<file path="config.mk">
export PLATFORM = sky130hd
export DESIGN_NAME = tour_req_driver
export DESIGN_NICKNAME = d
export VERILOG_FILES = /design/src/rtl/tour_pkg.sv /design/src/rtl/tour_pair_buf.sv /design/src/rtl/tour_req_driver.sv
export SDC_FILE = /design/constraint.sdc
export NUM_CORES = 1
export LEC_CHECK = 0
export CORE_MARGIN = 2
export CORE_UTILIZATION = 60
export DETAILED_ROUTE_END_ITERATION = 10
export HOLD_SLACK_MARGIN = 0.05
export PLACE_DENSITY = 0.81
export SETUP_SLACK_MARGIN = 0.1
export SLEW_MARGIN = 20
export SYNTH_ARGS = -nofsm -noshare
export SYNTH_HDL_FRONTEND = slang
export SYNTH_SLANG_ARGS = --single-unit
</file>
<file path="constraint.sdc">
create_clock -name clk -period 5.6 [get_ports clk]
set_input_delay 0.84 -clock clk [delete_from_list [all_inputs] [get_ports clk]]
set_output_delay 0.84 -clock clk [all_outputs]
set_load 0.005 [all_outputs]
</file>
<file path="src/rtl/tour_pkg.sv">
`default_nettype none
// +----------------------------------------------------------------------------+
// | Package : tour_pkg                                                          |
// | Shared widths, result status codes, driver state encoding and the          |
// | (source,destination) pair record used by the train-tour request driver.    |
// | Rev 1.0 - initial release                                                  |
// +----------------------------------------------------------------------------+
package tour_pkg;

  localparam int STN_W    = 4;   // station index width
  localparam int STATUS_W = 3;   // run result code width

  // Run result codes reported on status
  localparam logic [STATUS_W-1:0] ST_PASS        = 3'd0;
  localparam logic [STATUS_W-1:0] ST_MISMATCH    = 3'd1;
  localparam logic [STATUS_W-1:0] ST_TIMEOUT     = 3'd2;
  localparam logic [STATUS_W-1:0] ST_MULTI_VALID = 3'd3;
  localparam logic [STATUS_W-1:0] ST_EMPTY       = 3'd4;
  localparam logic [STATUS_W-1:0] ST_EARLY_VALID = 3'd5;

  typedef enum logic [2:0] {
    S_IDLE  = 3'd0,
    S_GAP   = 3'd1,
    S_SEND  = 3'd2,
    S_WAIT  = 3'd3,
    S_CHECK = 3'd4,
    S_DONE  = 3'd5
  } state_t;

  typedef struct packed {
    logic [STN_W-1:0] src;
    logic [STN_W-1:0] dst;
  } pair_t;

endpackage
`default_nettype wire

</file>
<file path="src/rtl/tour_pair_buf.sv">
`default_nettype none
// +----------------------------------------------------------------------------+
// | Module  : tour_pair_buf                                                     |
// | DEPTH-entry (source,destination) list. Entries are appended in load order  |
// | and replayed from entry 0 through a sequential read pointer.               |
// |   wr_en/wr_src/wr_dst : append one pair (dropped and ovf set when full)    |
// |   clr                 : empty the list and clear ovf (wins over wr_en)     |
// |   rd_rst/rd_adv       : rewind / step the read pointer                     |
// |   rd_src/rd_dst       : pair at the read pointer                           |
// |   rd_done             : read pointer has passed the last stored entry      |
// |   count/ovf           : number of stored pairs / sticky overflow flag      |
// | Rev 1.0 - initial release                                                  |
// +----------------------------------------------------------------------------+
module tour_pair_buf
  import tour_pkg::*;
#(
  parameter  int DEPTH = 16,
  localparam int AW    = $clog2(DEPTH),
  localparam int CW    = AW + 1
) (
  input  logic             clk,
  input  logic             rst_n,
  input  logic             wr_en,
  input  logic [STN_W-1:0] wr_src,
  input  logic [STN_W-1:0] wr_dst,
  input  logic             clr,
  input  logic             rd_rst,
  input  logic             rd_adv,
  output logic [STN_W-1:0] rd_src,
  output logic [STN_W-1:0] rd_dst,
  output logic             rd_done,
  output logic [CW-1:0]    count,
  output logic             ovf
);

  localparam logic [CW-1:0] c_depth = CW'(DEPTH);
  localparam logic [CW-1:0] c_one   = CW'(1);

  pair_t         mem_q [DEPTH];
  pair_t         mem_d [DEPTH];
  logic [CW-1:0] count_q, count_d;
  logic [CW-1:0] ptr_q, ptr_d;
  logic          ovf_q, ovf_d;
  logic          full;

  assign full = (count_q == c_depth);

  always_comb begin
    mem_d   = mem_q;
    count_d = count_q;
    ovf_d   = ovf_q;
    ptr_d   = ptr_q;
    if (clr) begin
      count_d = '0;
      ovf_d   = 1'b0;
    end else if (wr_en) begin
      if (full) begin
        ovf_d = 1'b1;
      end else begin
        mem_d[count_q[AW-1:0]] = '{src: wr_src, dst: wr_dst};
        count_d                = count_q + c_one;
      end
    end
    // Pointer saturates at DEPTH so rd_done stays true after a full-list replay.
    if (rd_rst) begin
      ptr_d = '0;
    end else if (rd_adv && (ptr_q != c_depth)) begin
      ptr_d = ptr_q + c_one;
    end
  end

  always_ff @(posedge clk or negedge rst_n) begin
    if (!rst_n) begin
      for (int i = 0; i < DEPTH; i++) begin
        mem_q[i] <= '0;
      end
      count_q <= '0;
      ptr_q   <= '0;
      ovf_q   <= 1'b0;
    end else begin
      mem_q   <= mem_d;
      count_q <= count_d;
      ptr_q   <= ptr_d;
      ovf_q   <= ovf_d;
    end
  end

  // Index wraps to 0 once the pointer saturates; the data is unused then.
  assign rd_src  = mem_q[ptr_q[AW-1:0]].src;
  assign rd_dst  = mem_q[ptr_q[AW-1:0]].dst;
  assign rd_done = (ptr_q >= count_q);
  assign count   = count_q;
  assign ovf     = ovf_q;

endmodule
`default_nettype wire

</file>
<file path="src/rtl/tour_req_driver.sv">
`default_nettype none
// +----------------------------------------------------------------------------+
// | Module  : tour_req_driver                                                   |
// | On-chip initiator for the train-tour core. Replays a host-loaded pair list |
// | on in_valid/source/destination, waits for the core's out_valid/cost and    |
// | grades the captured cost against exp_cost.                                 |
// |   host side : ld_valid/ld_src/ld_dst/ld_clear, start, gap, exp_cost        |
// |   core side : in_valid/source/destination out, out_valid/cost in           |
// |   results   : busy, done, status, got_cost, latency, ld_ovf                |
// | Rev 1.0 - initial release                                                  |
// +----------------------------------------------------------------------------+
module tour_req_driver
  import tour_pkg::*;
#(
  parameter int DEPTH   = 16,
  parameter int TIMEOUT = 30000,
  parameter int LAT_W   = 15
) (
  input  logic                clk,
  input  logic                rst_n,
  input  logic                ld_valid,
  input  logic [STN_W-1:0]    ld_src,
  input  logic [STN_W-1:0]    ld_dst,
  input  logic                ld_clear,
  input  logic                start,
  input  logic [3:0]          gap,
  input  logic [STN_W-1:0]    exp_cost,
  output logic                in_valid,
  output logic [STN_W-1:0]    source,
  output logic [STN_W-1:0]    destination,
  input  logic                out_valid,
  input  logic [STN_W-1:0]    cost,
  output logic                busy,
  output logic                done,
  output logic [STATUS_W-1:0] status,
  output logic [STN_W-1:0]    got_cost,
  output logic [LAT_W-1:0]    latency,
  output logic                ld_ovf
);

  localparam int               CW        = $clog2(DEPTH) + 1;
  localparam logic [LAT_W-1:0] c_timeout = LAT_W'(TIMEOUT);
  localparam logic [LAT_W-1:0] c_lat_one = LAT_W'(1);

  state_t                state_q, state_d;
  logic                  in_valid_q, in_valid_d;
  logic [STN_W-1:0]      source_q, source_d;
  logic [STN_W-1:0]      destination_q, destination_d;
  logic                  busy_q, busy_d;
  logic                  done_q, done_d;
  logic [STATUS_W-1:0]   status_q, status_d;
  logic [STN_W-1:0]      got_cost_q, got_cost_d;
  logic [LAT_W-1:0]      latency_q, latency_d;
  logic [3:0]            gap_cnt_q, gap_cnt_d;
  logic [STN_W-1:0]      exp_q, exp_d;

  logic                  buf_wr, buf_clr, rd_rst, rd_adv, rd_done;
  logic [STN_W-1:0]      rd_src, rd_dst;
  logic [CW-1:0]         buf_count;
  logic [LAT_W-1:0]      lat_inc;

  tour_pair_buf #(
    .DEPTH (DEPTH)
  ) u_buf (
    .clk     (clk),
    .rst_n   (rst_n),
    .wr_en   (buf_wr),
    .wr_src  (ld_src),
    .wr_dst  (ld_dst),
    .clr     (buf_clr),
    .rd_rst  (rd_rst),
    .rd_adv  (rd_adv),
    .rd_src  (rd_src),
    .rd_dst  (rd_dst),
    .rd_done (rd_done),
    .count   (buf_count),
    .ovf     (ld_ovf)
  );

  // Saturating wait counter
  assign lat_inc = (latency_q == '1) ? latency_q : (latency_q + c_lat_one);

  always_comb begin
    state_d       = state_q;
    in_valid_d    = 1'b0;
    source_d      = '0;
    destination_d = '0;
    busy_d        = busy_q;
    done_d        = 1'b0;
    status_d      = status_q;
    got_cost_d    = got_cost_q;
    latency_d     = latency_q;
    gap_cnt_d     = gap_cnt_q;
    exp_d         = exp_q;
    buf_wr        = 1'b0;
    buf_clr       = 1'b0;
    rd_rst        = 1'b0;
    rd_adv        = 1'b0;

    unique case (state_q)
      S_IDLE: begin
        // List edits are held off on a start cycle so the replayed list is
        // exactly what was stored before start.
        buf_clr = ld_clear & ~start;
        buf_wr  = ld_valid & ~ld_clear & ~start;
        if (start) begin
          got_cost_d = '0;
          latency_d  = '0;
          if (buf_count == '0) begin
            status_d = ST_EMPTY;
            done_d   = 1'b1;
            state_d  = S_DONE;
          end else begin
            status_d  = ST_PASS;
            exp_d     = exp_cost;
            gap_cnt_d = (gap == 4'd0) ? 4'd1 : gap;
            busy_d    = 1'b1;
            rd_rst    = 1'b1;
            state_d   = S_GAP;
          end
        end
      end

      S_GAP: begin
        if (out_valid) begin
          status_d = ST_EARLY_VALID;
          done_d   = 1'b1;
          busy_d   = 1'b0;
          state_d  = S_DONE;
        end else if (gap_cnt_q <= 4'd1) begin
          // Last idle cycle: register entry 0 so in_valid rises next cycle.
          in_valid_d    = 1'b1;
          source_d      = rd_src;
          destination_d = rd_dst;
          rd_adv        = 1'b1;
          state_d       = S_SEND;
        end else begin
          gap_cnt_d = gap_cnt_q - 4'd1;
        end
      end

      S_SEND: begin
        if (out_valid) begin
          status_d = ST_EARLY_VALID;
          done_d   = 1'b1;
          busy_d   = 1'b0;
          state_d  = S_DONE;
        end else if (rd_done) begin
          // The pair on the bus this cycle is the last one.
          state_d = S_WAIT;
        end else begin
          in_valid_d    = 1'b1;
          source_d      = rd_src;
          destination_d = rd_dst;
          rd_adv        = 1'b1;
        end
      end

      S_WAIT: begin
        if (out_valid) begin
          got_cost_d = cost;
          state_d    = S_CHECK;
        end else begin
          latency_d = lat_inc;
          if (lat_inc >= c_timeout) begin
            status_d = ST_TIMEOUT;
            done_d   = 1'b1;
            busy_d   = 1'b0;
            state_d  = S_DONE;
          end
        end
      end

      S_CHECK: begin
        // A result still valid one cycle after capture outranks a bad cost.
        if (out_valid) begin
          status_d = ST_MULTI_VALID;
        end else if (got_cost_q != exp_q) begin
          status_d = ST_MISMATCH;
        end else begin
          status_d = ST_PASS;
        end
        done_d  = 1'b1;
        busy_d  = 1'b0;
        state_d = S_DONE;
      end

      S_DONE: begin
        state_d = S_IDLE;
      end

      default: begin
        busy_d  = 1'b0;
        state_d = S_IDLE;
      end
    endcase
  end

  always_ff @(posedge clk or negedge rst_n) begin
    if (!rst_n) begin
      state_q       <= S_IDLE;
      in_valid_q    <= 1'b0;
      source_q      <= '0;
      destination_q <= '0;
      busy_q        <= 1'b0;
      done_q        <= 1'b0;
      status_q      <= '0;
      got_cost_q    <= '0;
      latency_q     <= '0;
      gap_cnt_q     <= '0;
      exp_q         <= '0;
    end else begin
      state_q       <= state_d;
      in_valid_q    <= in_valid_d;
      source_q      <= source_d;
      destination_q <= destination_d;
      busy_q        <= busy_d;
      done_q        <= done_d;
      status_q      <= status_d;
      got_cost_q    <= got_cost_d;
      latency_q     <= latency_d;
      gap_cnt_q     <= gap_cnt_d;
      exp_q         <= exp_d;
    end
  end

  assign in_valid    = in_valid_q;
  assign source      = source_q;
  assign destination = destination_q;
  assign busy        = busy_q;
  assign done        = done_q;
  assign status      = status_q;
  assign got_cost    = got_cost_q;
  assign latency     = latency_q;

endmodule
`default_nettype wire

</file>
## After elaboration in Yosys (flattened, before gate mapping)

Cells that the tools add are included.

- Register bits after elaboration: 183
- Bits of input ports: 26

- Add/subtract/negate cells: 4
- Order comparisons: 6
- Eq/ne operators: 21
- Multiplexer cells: 76
- Bitwise gates (word level): 11
- Reductions and logical operators: 22

Operators with widths:

| operator | number |
|---|---|
| 128-bit bitwise mux | 1 |
| 4-bit two-way mux | 15 |
| 15-bit two-way mux | 3 |
| 3-bit two-way mux | 13 |
| 8-bit binary-select mux with 4-bit select | 1 |
| 8-bit demux with 4-bit select | 1 |
| 4-bit case mux with 2 select lines | 4 |
| 15-bit case mux with 2 select lines | 1 |
| 5-bit two-way mux | 5 |
| 8-bit two-way mux | 3 |
| 1-bit two-way mux | 23 |
| 2-bit != test, second input constant | 8 |
| 15-bit by 1-bit adder with 15-bit output, second input constant | 1 |
| 15-bit equality test, second input constant | 1 |
| 15-bit greater-or-equal comparator, second input constant | 1 |
| 3-bit case mux with 5 select lines | 1 |
| 3-bit case mux with 4 select lines | 1 |
| 3-bit AND reduction | 4 |
| 5-bit by 1-bit adder with 5-bit output, second input constant | 2 |
| 5-bit greater-or-equal comparator, second input constant | 2 |
| 4-bit inverter with 5-bit output | 2 |
| 5-bit AND reduction | 2 |
| 2-bit nonzero test | 5 |
| 3-bit != test, second input constant | 3 |
| 25 further kinds | 37 |

## Logic depth before layout (Yosys ltp)

Gate-level depths: netlist of run 1.

- Depth in word-level cells: 7
- Depth in mapped cells: 12
- Mapped depth without buffers: 9

## Hierarchy

From an unflattened synthesis of run 1, not the netlist that was laid out.

- Cell total of the unflattened synthesis: 731
- Area total of the unflattened synthesis: 9108.7 µm²

Modules (own cells, without submodules):

| module | times used | cells each | area each (µm²) | seq. area each (µm²) |
|---|---|---|---|---|
| tour_pair_buf | 1 | 433 | 6495.0 | 3478.3 |
| tour_req_driver | 1 | 298 | 2613.8 | 1101.1 |

## Least setup slack after synthesis of run 1

No wires, ideal clock.

- Path kind: reg2reg
- Start: register u_buf.ptr_q[0]
- End: register u_buf.ptr_q[4]
- Setup time: 138 ps
- Arrival: 2552 ps
- Data required time: 5462 ps
- Slack: 2910 ps
- Cell stages (with the launch flop): 13
- Clock period less this slack: 2690 ps
- Cell sequence: dfrtp_1 > buf_2 > buf_1 > inv_1 > ha_1 > nand2b_1 > a21o_1 > a21oi_1 > o21ai_0 > and2_1 > clkbuf_1 > o21ai_0 > a21oi_1

- Longest elaborated chain between the ends: 6

RTL lines:

| what | RTL line | source |
|---|---|---|
| start, declared | tour_pair_buf.sv:42 | `logic [CW-1:0] ptr_q, ptr_d;` |
| start signal, assigned | tour_pair_buf.sv:83 | `ptr_q <= ptr_d;` |
| 5-bit greater-or-equal comparator | tour_pair_buf.sv:91 | `assign rd_done = (ptr_q >= count_q);` |
| 1-bit two-way mux | tour_req_driver.sv:148 | `end else if (rd_done) begin` |
| 1-bit two-way mux | tour_req_driver.sv:143 | `if (out_valid) begin` |
| 1-bit case mux with 2 select lines | tour_req_driver.sv:100 | `unique case (state_q)` |
| 1-bit logical AND | tour_pair_buf.sv:67 | `end else if (rd_adv && (ptr_q != c_depth)) begin` |
| 2-bit nonzero test (no line) | n/a |  |

Several ways; a longest one is shown, not always the timed one. The select of a mux whose other input is x is not followed.
A chain may end at the register's enable or synchronous reset.

## Worst setup path in the final report of run 1

- Start: input out_valid
- End: register latency_q[3], in the netlist latency[3]

- Longest elaborated chain between the ends: 2

RTL lines:

| what | RTL line | source |
|---|---|---|
| start, declared | tour_req_driver.sv:31 | `input logic out_valid,` |
| 2-bit != test (no line) | n/a |  |
| 3-bit AND reduction (no line) | n/a |  |
| end signal, assigned | tour_req_driver.sv:221 | `latency_q <= latency_d;` |
| end, declared | tour_req_driver.sv:53 | `logic [LAT_W-1:0] latency_q, latency_d;` |

No other way between the ends.

==> key figures, run 1 <==
Pwr
  • Comb pwr share: 27.4%
  • P_int: 2.88 mW
  • Leakage: 4.74 nW
  • Sequential share of power: 43.0%
  • Net switching power: 1.24 mW
  • Switch share: 30.0%
  • Pwr dens: 393 nW/um^2
  • Clock share of power: 29.6%
  • Peak VDD IR: 0.293 mV
  • Pwr Total: 4.12 mW

Placement
  • Port bufs: 59
  • HPWL after DPL: 13900 um
  • RD Place Congestion: 0.903

Setup path
  • Critical Path Max Stage Delay: 0.77 ns
  • Crit Path Class: input pin to flop
  • CP bufs+invs: 1
  • Crit start category: input pin
  • FF-to-FF path depth: 8
  • Crit Path Max Fanout: 19
  • FF-to-FF setup slack: 2.89 ns
  • CP delay by family, top: simple AND/OR/NAND/NOR gates
  • R2r startpoint: latency[1]$_DFFE_PN0P_
  • CP required: 5.91 ns
  • Cell chain of the critical path: clkdlybuf4s50_1 -> or2_2 -> a21o_1 -> nor2_1 -> nand4_1 -> xor2_1 -> nor2_1
  • Reg2Reg Capture Point: busy$_DFFE_PN0P_
  • CP max-delay cell: clkdlybuf4s50_1
  • Crit path top cell by count: nor2_1
  • Critical path arrival: 3.13 ns
  • Crit path capture type: flop

STA
  • Slew HR: 43.4%
  • Final min period: 2.83 ns
  • Final cycle utilization of the critical path: 50.5%
  • Final Max Tran Viols: 0
  • Unrepaired setup endpoints after global routing: false
  • Setup Viol. Count Final: 0
  • Final hold violations: 0
  • FMAX: 354 MHz
  • Worst-Margin Slew: 0.842 ns
  • Setup tns final: 0 ns
  • Clock skew: 0.00903 ns

Synthesis
  • Synth warn: 0
  • Dominant synthesized flop cell: dfrtp_1
  • Mean post-synth cell area: 12.7 um^2
  • Asr flop ratio synth: 100%
  • Syn_nets: 764
  • FF+latch count, synth: 183
  • EDFF count, synth: 0
  • Distinct cells, synth: 61
  • Sequential-to-total area share from yosys stat: 49.9%
  • Cells after Synth: 724
  • Synth Cell Area: 9180 um^2

CTS
  • Max H-tree Level: 4
  • Clock latency on the worst-skew pair: 0.44 ns
  • Post-CTS Hold Fix Bufs: 0
  • Gates resized, CTS repair: 0
  • Post-CTS Setup Inserts: 0
  • Root Buffer: clkbuf_16
  • Cts bufs inserted: 17
  • Clock transition at the registers of the reported paths: 0.06 ns
  • Clk buf depth: 2
  • CTS tree: yes
  • Clock sink total: 183

Routing
  • Routed WL: 21600 um
  • Wire per inst: 22.4 um
  • Vias: 6278
  • Via-to-Cell Ratio: 6.51
  • DRC: 0
  • DR iter-0 viols: 557
  • Drt pass-1 iters: 6
  • ANT nets after route: 0

Status
  • Status: complete, no violations

Die
  • Initial Util: 60.8%
  • Core area: 15100 um^2
  • Die height: 128 um
  • # rows: 45
  • Die W: 128 um
  • I/O Pins: 60
  • Full die area: 16300 um^2

Final layout
  • Nets@finish: 805
  • Area Overhead vs Synth: 14.3%
  • Share of layout cells above drive strength 1: 29.0%
  • Filler cell count: 1040
  • Ant diodes: 0

Worst hold path
  • Worst hold path class: input pin to asynchronous set/reset pin

GRT
  • Initial antenna violation count: 0
  • Largest net degree at the start of global routing: 110
  • Total Routing Usage GR: 27.9%
  • Congestion Overflow GR: 0
  • Vias in the first global route: 6458
  • First-pass GRT wire length: 34500 um

Flow run
  • MaxCap Viol Count: 0
through the flow:
step,worst slack [ns],hold WS [ns],util [%],instances,instance area [um^2]
floorplan,2.91,0.459,-,724,9180
global placement,2.22,0.468,65.3,933,9860
detailed placement,2.07,0.487,65.3,933,9860
CTS,2.51,0.501,69.3,964,10500
global route,2.53,0.352,69.5,965,10500
finish,2.77,0.316,69.5,965,10500
Yosys cell counts, types with 4 or more instances:
cell type	n	area, um^2
nand2_1	46	173
ha_1	14	175
nand2b_1	5	31.3
o211ai_1	4	30.0
clkbuf_1	30	113
o21ai_0	29	145
mux2i_1	4	40.0
o31ai_1	5	37.5
and2_1	4	25.0
nor2b_1	12	75.1
a31oi_1	8	50.1
mux2_1	5	56.3
or3_1	5	31.3
nor2_1	38	143
dfrtp_1	183	4580
a22o_1	5	43.8
buf_1	4	15.0
or2_2	5	31.3
nor3_1	13	65.1
mux4_2	40	901
and3_1	6	37.5
nand3_1	14	70.1
xnor2_1	10	87.6
a21o_1	6	45.0
inv_1	16	60.1
a21oi_1	25	125
nand4_1	8	50.1
buf_2	6	30.0
mux2_2	129	1450
final cells by class:
cell class                 count  area (um^2)  share of cell area [%]
sequential                   183         4580                    43.7
multi-input combinational    483         4370                    41.6
clock buffer                  22          454                    4.33
tap                          188          235                    2.24
clock inverter                 9          143                    1.36
timing repair buffer          64          649                    6.19
inverter                      16         60.1                   0.573
placed cells by master (no fill, tap or decap), types with 8 or more instances in the layout:
master / count
nor2_1: 38
nand2_1: 46
o21ai_0: 29
nor3_1: 13
ha_1: 14
inv_1: 16
clkbuf_16: 17
mux4_2: 40
nor2b_1: 12
a21oi_1: 24
xnor2_1: 10
dfrtp_1: 182
mux2_2: 129
clkdlybuf4s50_1: 58
nand4_1: 8
nand3_1: 14
a31oi_1: 8
flip-flops by register name, summed over array words and instances, names as in the netlist:
signal       cells
u_buf.ovf        1
u_buf.count      5
in_valid         1
status           3
exp_q            4
u_buf.mem_q    128
gap_cnt_q        4
source           4
done             1
state_q          3
busy             1
destination      4
latency         15
got_cost         4
u_buf.ptr_q      5
how the worst max path moves through the flow:
stage                                           from                    endpoint  cells past startpoint
after detailed placement                   out_valid      latency[7]$_DFFE_PN0P_                      5
after CTS                                  out_valid      latency[7]$_DFFE_PN0P_                      5
after global placement                     out_valid      latency[4]$_DFFE_PN0P_                      5
final                                      out_valid      latency[3]$_DFFE_PN0P_                      7
after global routing                       out_valid  u_buf.ptr_q[4]$_DFFE_PN0P_                      6
after floorplan           u_buf.ptr_q[0]$_DFFE_PN0P_  u_buf.ptr_q[4]$_DFFE_PN0P_                     12
cells by family (layout without fill, tap and decap cells):
group | after synthesis | count (layout) | synth area share, %
xor gates and xnor gates | 12 | 12 | 1.15
adders and majority gates | 14 | 14 | 1.91
and+or+nand+nor | 176 | 176 | 10.5
AOI/OAI and AO/OA | 103 | 103 | 7.27
DFF | 183 | 183 | 49.9
muxes | 178 | 178 | 26.7
buffers and inverters | 58 | 111 | 2.58
routing by layer:
layer | GRT usage (%) | vias to the layer above | routed length [um]
met2 | 47.4 | 243 | 10900
met5 | 0 | - | 0
li1 | - | 2754 | -
met1 | 35.1 | 3232 | 8730
met3 | 5.88 | 49 | 1300
met4 | 11.6 | 0 | 666
power groups by stage:
stage	Combinational, mW	Sequential (mW)	Clock, mW
CTS	1.12	1.76	1.23
global placement	1.07	1.75	0
global route	1.24	1.80	1.28
detailed placement	1.11	1.78	0
floorplan	0.853	1.70	0
finish	1.13	1.77	1.22
Power figures use the tool's default switching activity.
==> inputs of run 2 (changes only) <==
- CORE_UTILIZATION: 60 -> 54
- PLACE_DENSITY: 0.81 -> 0.77
- clock period: 5.6 -> 2.5 ns (I/O delays scaled with it)
==> key figures, run 2 (synthesis results as in run 1) <==
Routing
  • DR iter-0 viols: 463 (-17%)
  • Routed WL: 22300 um (+3.4%)
  • DRC: 0 (unchanged)
  • Wire per inst: 21.2 um (-5.0%)
  • Drt pass-1 iters: 5 (-1)
  • ANT nets after route: 0 (unchanged)
  • Via-to-Cell Ratio: 6.13 (-5.8%)
  • Vias: 6433 (+2.5%)

STA
  • Final min period: 2.40 ns
  • Hold slack: 0.483 ns (+0.167 ns)
  • Worst-Margin Slew: 0.607 ns (-0.235 ns)
  • Final Max Tran Viols: 0 (unchanged)
  • Final cycle utilization of the critical path: 96.1%
  • Setup Viol. Count Final: 0 (unchanged)
  • Unrepaired setup endpoints after global routing: true
  • Final hold violations: 0 (unchanged)
  • Clock skew: 0.0102 ns (+0.00115 ns)
  • FMAX: 416 MHz
  • Setup tns final: 0 ns (unchanged)
  • Slew HR: 59.4% (+16 points)

Setup path
  • Crit start category: flop
  • Critical Path Start: latency[9]$_DFFE_PN0P_
  • Crit Path Class: flop to flop
  • CP max-delay cell: o311ai_0
  • FF-to-FF setup slack: 0.1 ns (-2.79 ns)
  • Crit path capture type: flop
  • CP required: 2.81 ns (-3.10 ns)
  • Crit Path Max Fanout: 5 (-14)
  • Cell chain of the critical path: nand4_1 -> o311ai_0 -> a21o_1 -> a31o_1 -> a32oi_2 -> or2_2 -> a311o_1
  • Critical path arrival: 2.71 ns (-0.42 ns)
  • Critical Path Max Stage Delay: 0.52 ns (-0.25 ns)
  • R2r startpoint: latency[9]$_DFFE_PN0P_

Final layout
  • Seq. cell area: 4590 um^2 (+0.16%)
  • Share of layout cells above drive strength 1: 36.0% (+7.1 points)
  • Nets@finish: 857 (+6.5%)
  • Max reg flops: 128 (unchanged)
  • Filler cell count: 1179 (+13%)
  • Area Overhead vs Synth: 20.4%
  • Area of the multi-input gates: 4430 um^2 (+1.4%)
  • Most flops, register: u_buf.mem_q
  • Highest-count cells in the layout ignoring fill and taps: dfrtp_1, mux2_2, clkdlybuf4s50_1
  • Ant diodes: 0 (unchanged)
  • Most common cell after layout, fill and taps aside: dfrtp_1

Pwr
  • Pwr Total: 9.66 mW (+130%)
  • Leakage: 5.03 nW (+6.1%)
  • Pwr dens: 874 nW/um^2 (+120%)
  • Peak VDD IR: 0.565 mV (+93%)

Die
  • Die height: 134 um (+5.2%)
  • Die W: 134 um (+5.2%)
  • Full die area: 18100 um^2 (+11%)
  • Core area: 16600 um^2 (+9.9%)
  • I/O Pins: 60 (unchanged)
  • Initial Util: 55.3% (-5.5 points)
  • # rows: 47 (+4.4%)

CTS
  • Clk buf depth: 2 (unchanged)
  • Clock sink total: 183 (unchanged)
  • Max H-tree Level: 4 (unchanged)
  • CTS tree: yes
  • Clock transition at the registers of the reported paths: 0.06 ns (about the same)
  • Root Buffer: clkbuf_16
  • Cts bufs inserted: 17 (unchanged)
  • Clock latency on the worst-skew pair: 0.44 ns (about the same)

GRT
  • Total Routing Usage GR: 26.0% (-1.9 points)
  • Congestion Overflow GR: 0 (unchanged)
  • Vias in the first global route: 6626 (+2.6%)
  • Initial antenna violation count: 0 (unchanged)
  • First-pass GRT wire length: 35600 um (+3.2%)
  • Largest net degree at the start of global routing: 58 (-47%)

Placement
  • HPWL after DPL: 15300 um (+10%)
  • RD Place Congestion: 0.936 (+3.7%)
  • Port bufs: 59 (unchanged)

Status
  • Status: complete, no violations

Worst hold path
  • Worst hold path class: input pin to asynchronous set/reset pin

Flow run
  • MaxCap Viol Count: 0 (unchanged)
-- run 2: cell count changes in the layout (fill, tap and decap cells not counted), sizes merged --
cell	delta
dlygate4sd3	+1
buf	+51
clkinv	-1
clkinvlp	+1
inv	+2
clkbuf	-1
-- run 2: per-layer routing --
metal / share of wire, % / vias up / GRT usage, %
met5: 0 / - / 0
met4: 2.7 / 0 / 9.77
met3: 6.1 / 45 / 4.65
met2: 50 / 284 / 43.3
met1: 41 / 3256 / 34.4
li1: - / 2848 / -
-- run 2: timing repair --
item | in CTS | in global routing
hold endpoints to repair | 53 | 0
resized for setup | 2 | 22
hold buffers | 1 | 0
buffers inserted | 1 | 6
endpoints found under the setup margin | 4 | 35
pin swaps | 0 | 8
-- run 2: worst paths after layout --
check,end,cells after the start
max,busy$_DFFE_PN0P_,7
min,gap_cnt_q[1]$_DFFE_PN0P_,2
max reg2reg,busy$_DFFE_PN0P_,7
min reg2reg,u_buf.mem_q[98]$_DFFE_PN0P_,1
max in group asynchronous,u_buf.mem_q[39]$_DFFE_PN0P_,4
min in group clk,u_buf.mem_q[98]$_DFFE_PN0P_,1
-- run 2: layout make-up --
type / instances / share of cell area, %
clock buffers: 21 / 4.35
clock inverters: 11 / 1.45
inverters: 16 / 0.543
multi-input cells: 483 / 40.1
flip-flops and latches: 183 / 41.5
well taps: 220 / 2.49
repair buffers: 116 / 9.59
-- run 2: power breakdown --
part           switching (mW)  internal (mW)
Sequential              0.359           3.51
Clock                    1.18           1.70
Combinational            1.41           1.49
Total                    2.95           6.71
-- run 2: worst max-delay path: cells and delay by family (launching register included) --
family / cells / cell delay (ns)
AOI/OAI and AO/OA: 5 / 1.29
and+or+nand+nor: 2 / 0.59
DFF: 1 / 0.40
-- run 2: stage by stage --
| step | cells | setup WS [ns] | area (um^2) | util, % |
|---|---|---|---|---|
| 2_1_floorplan | 724 | 0.141 | 9180 | - |
| 3_3_place_gp | 1010 | 0.119 | 10300 | 62.0 |
| 3_5_place_dp | 1010 | 0.00342 | 10300 | 62.0 |
| 4_1_cts | 1044 | 0.112 | 10900 | 66.0 |
| 5_1_grt | 1050 | 0.0273 | 11100 | 66.6 |
| 6_report | 1050 | 0.0963 | 11100 | 66.6 |
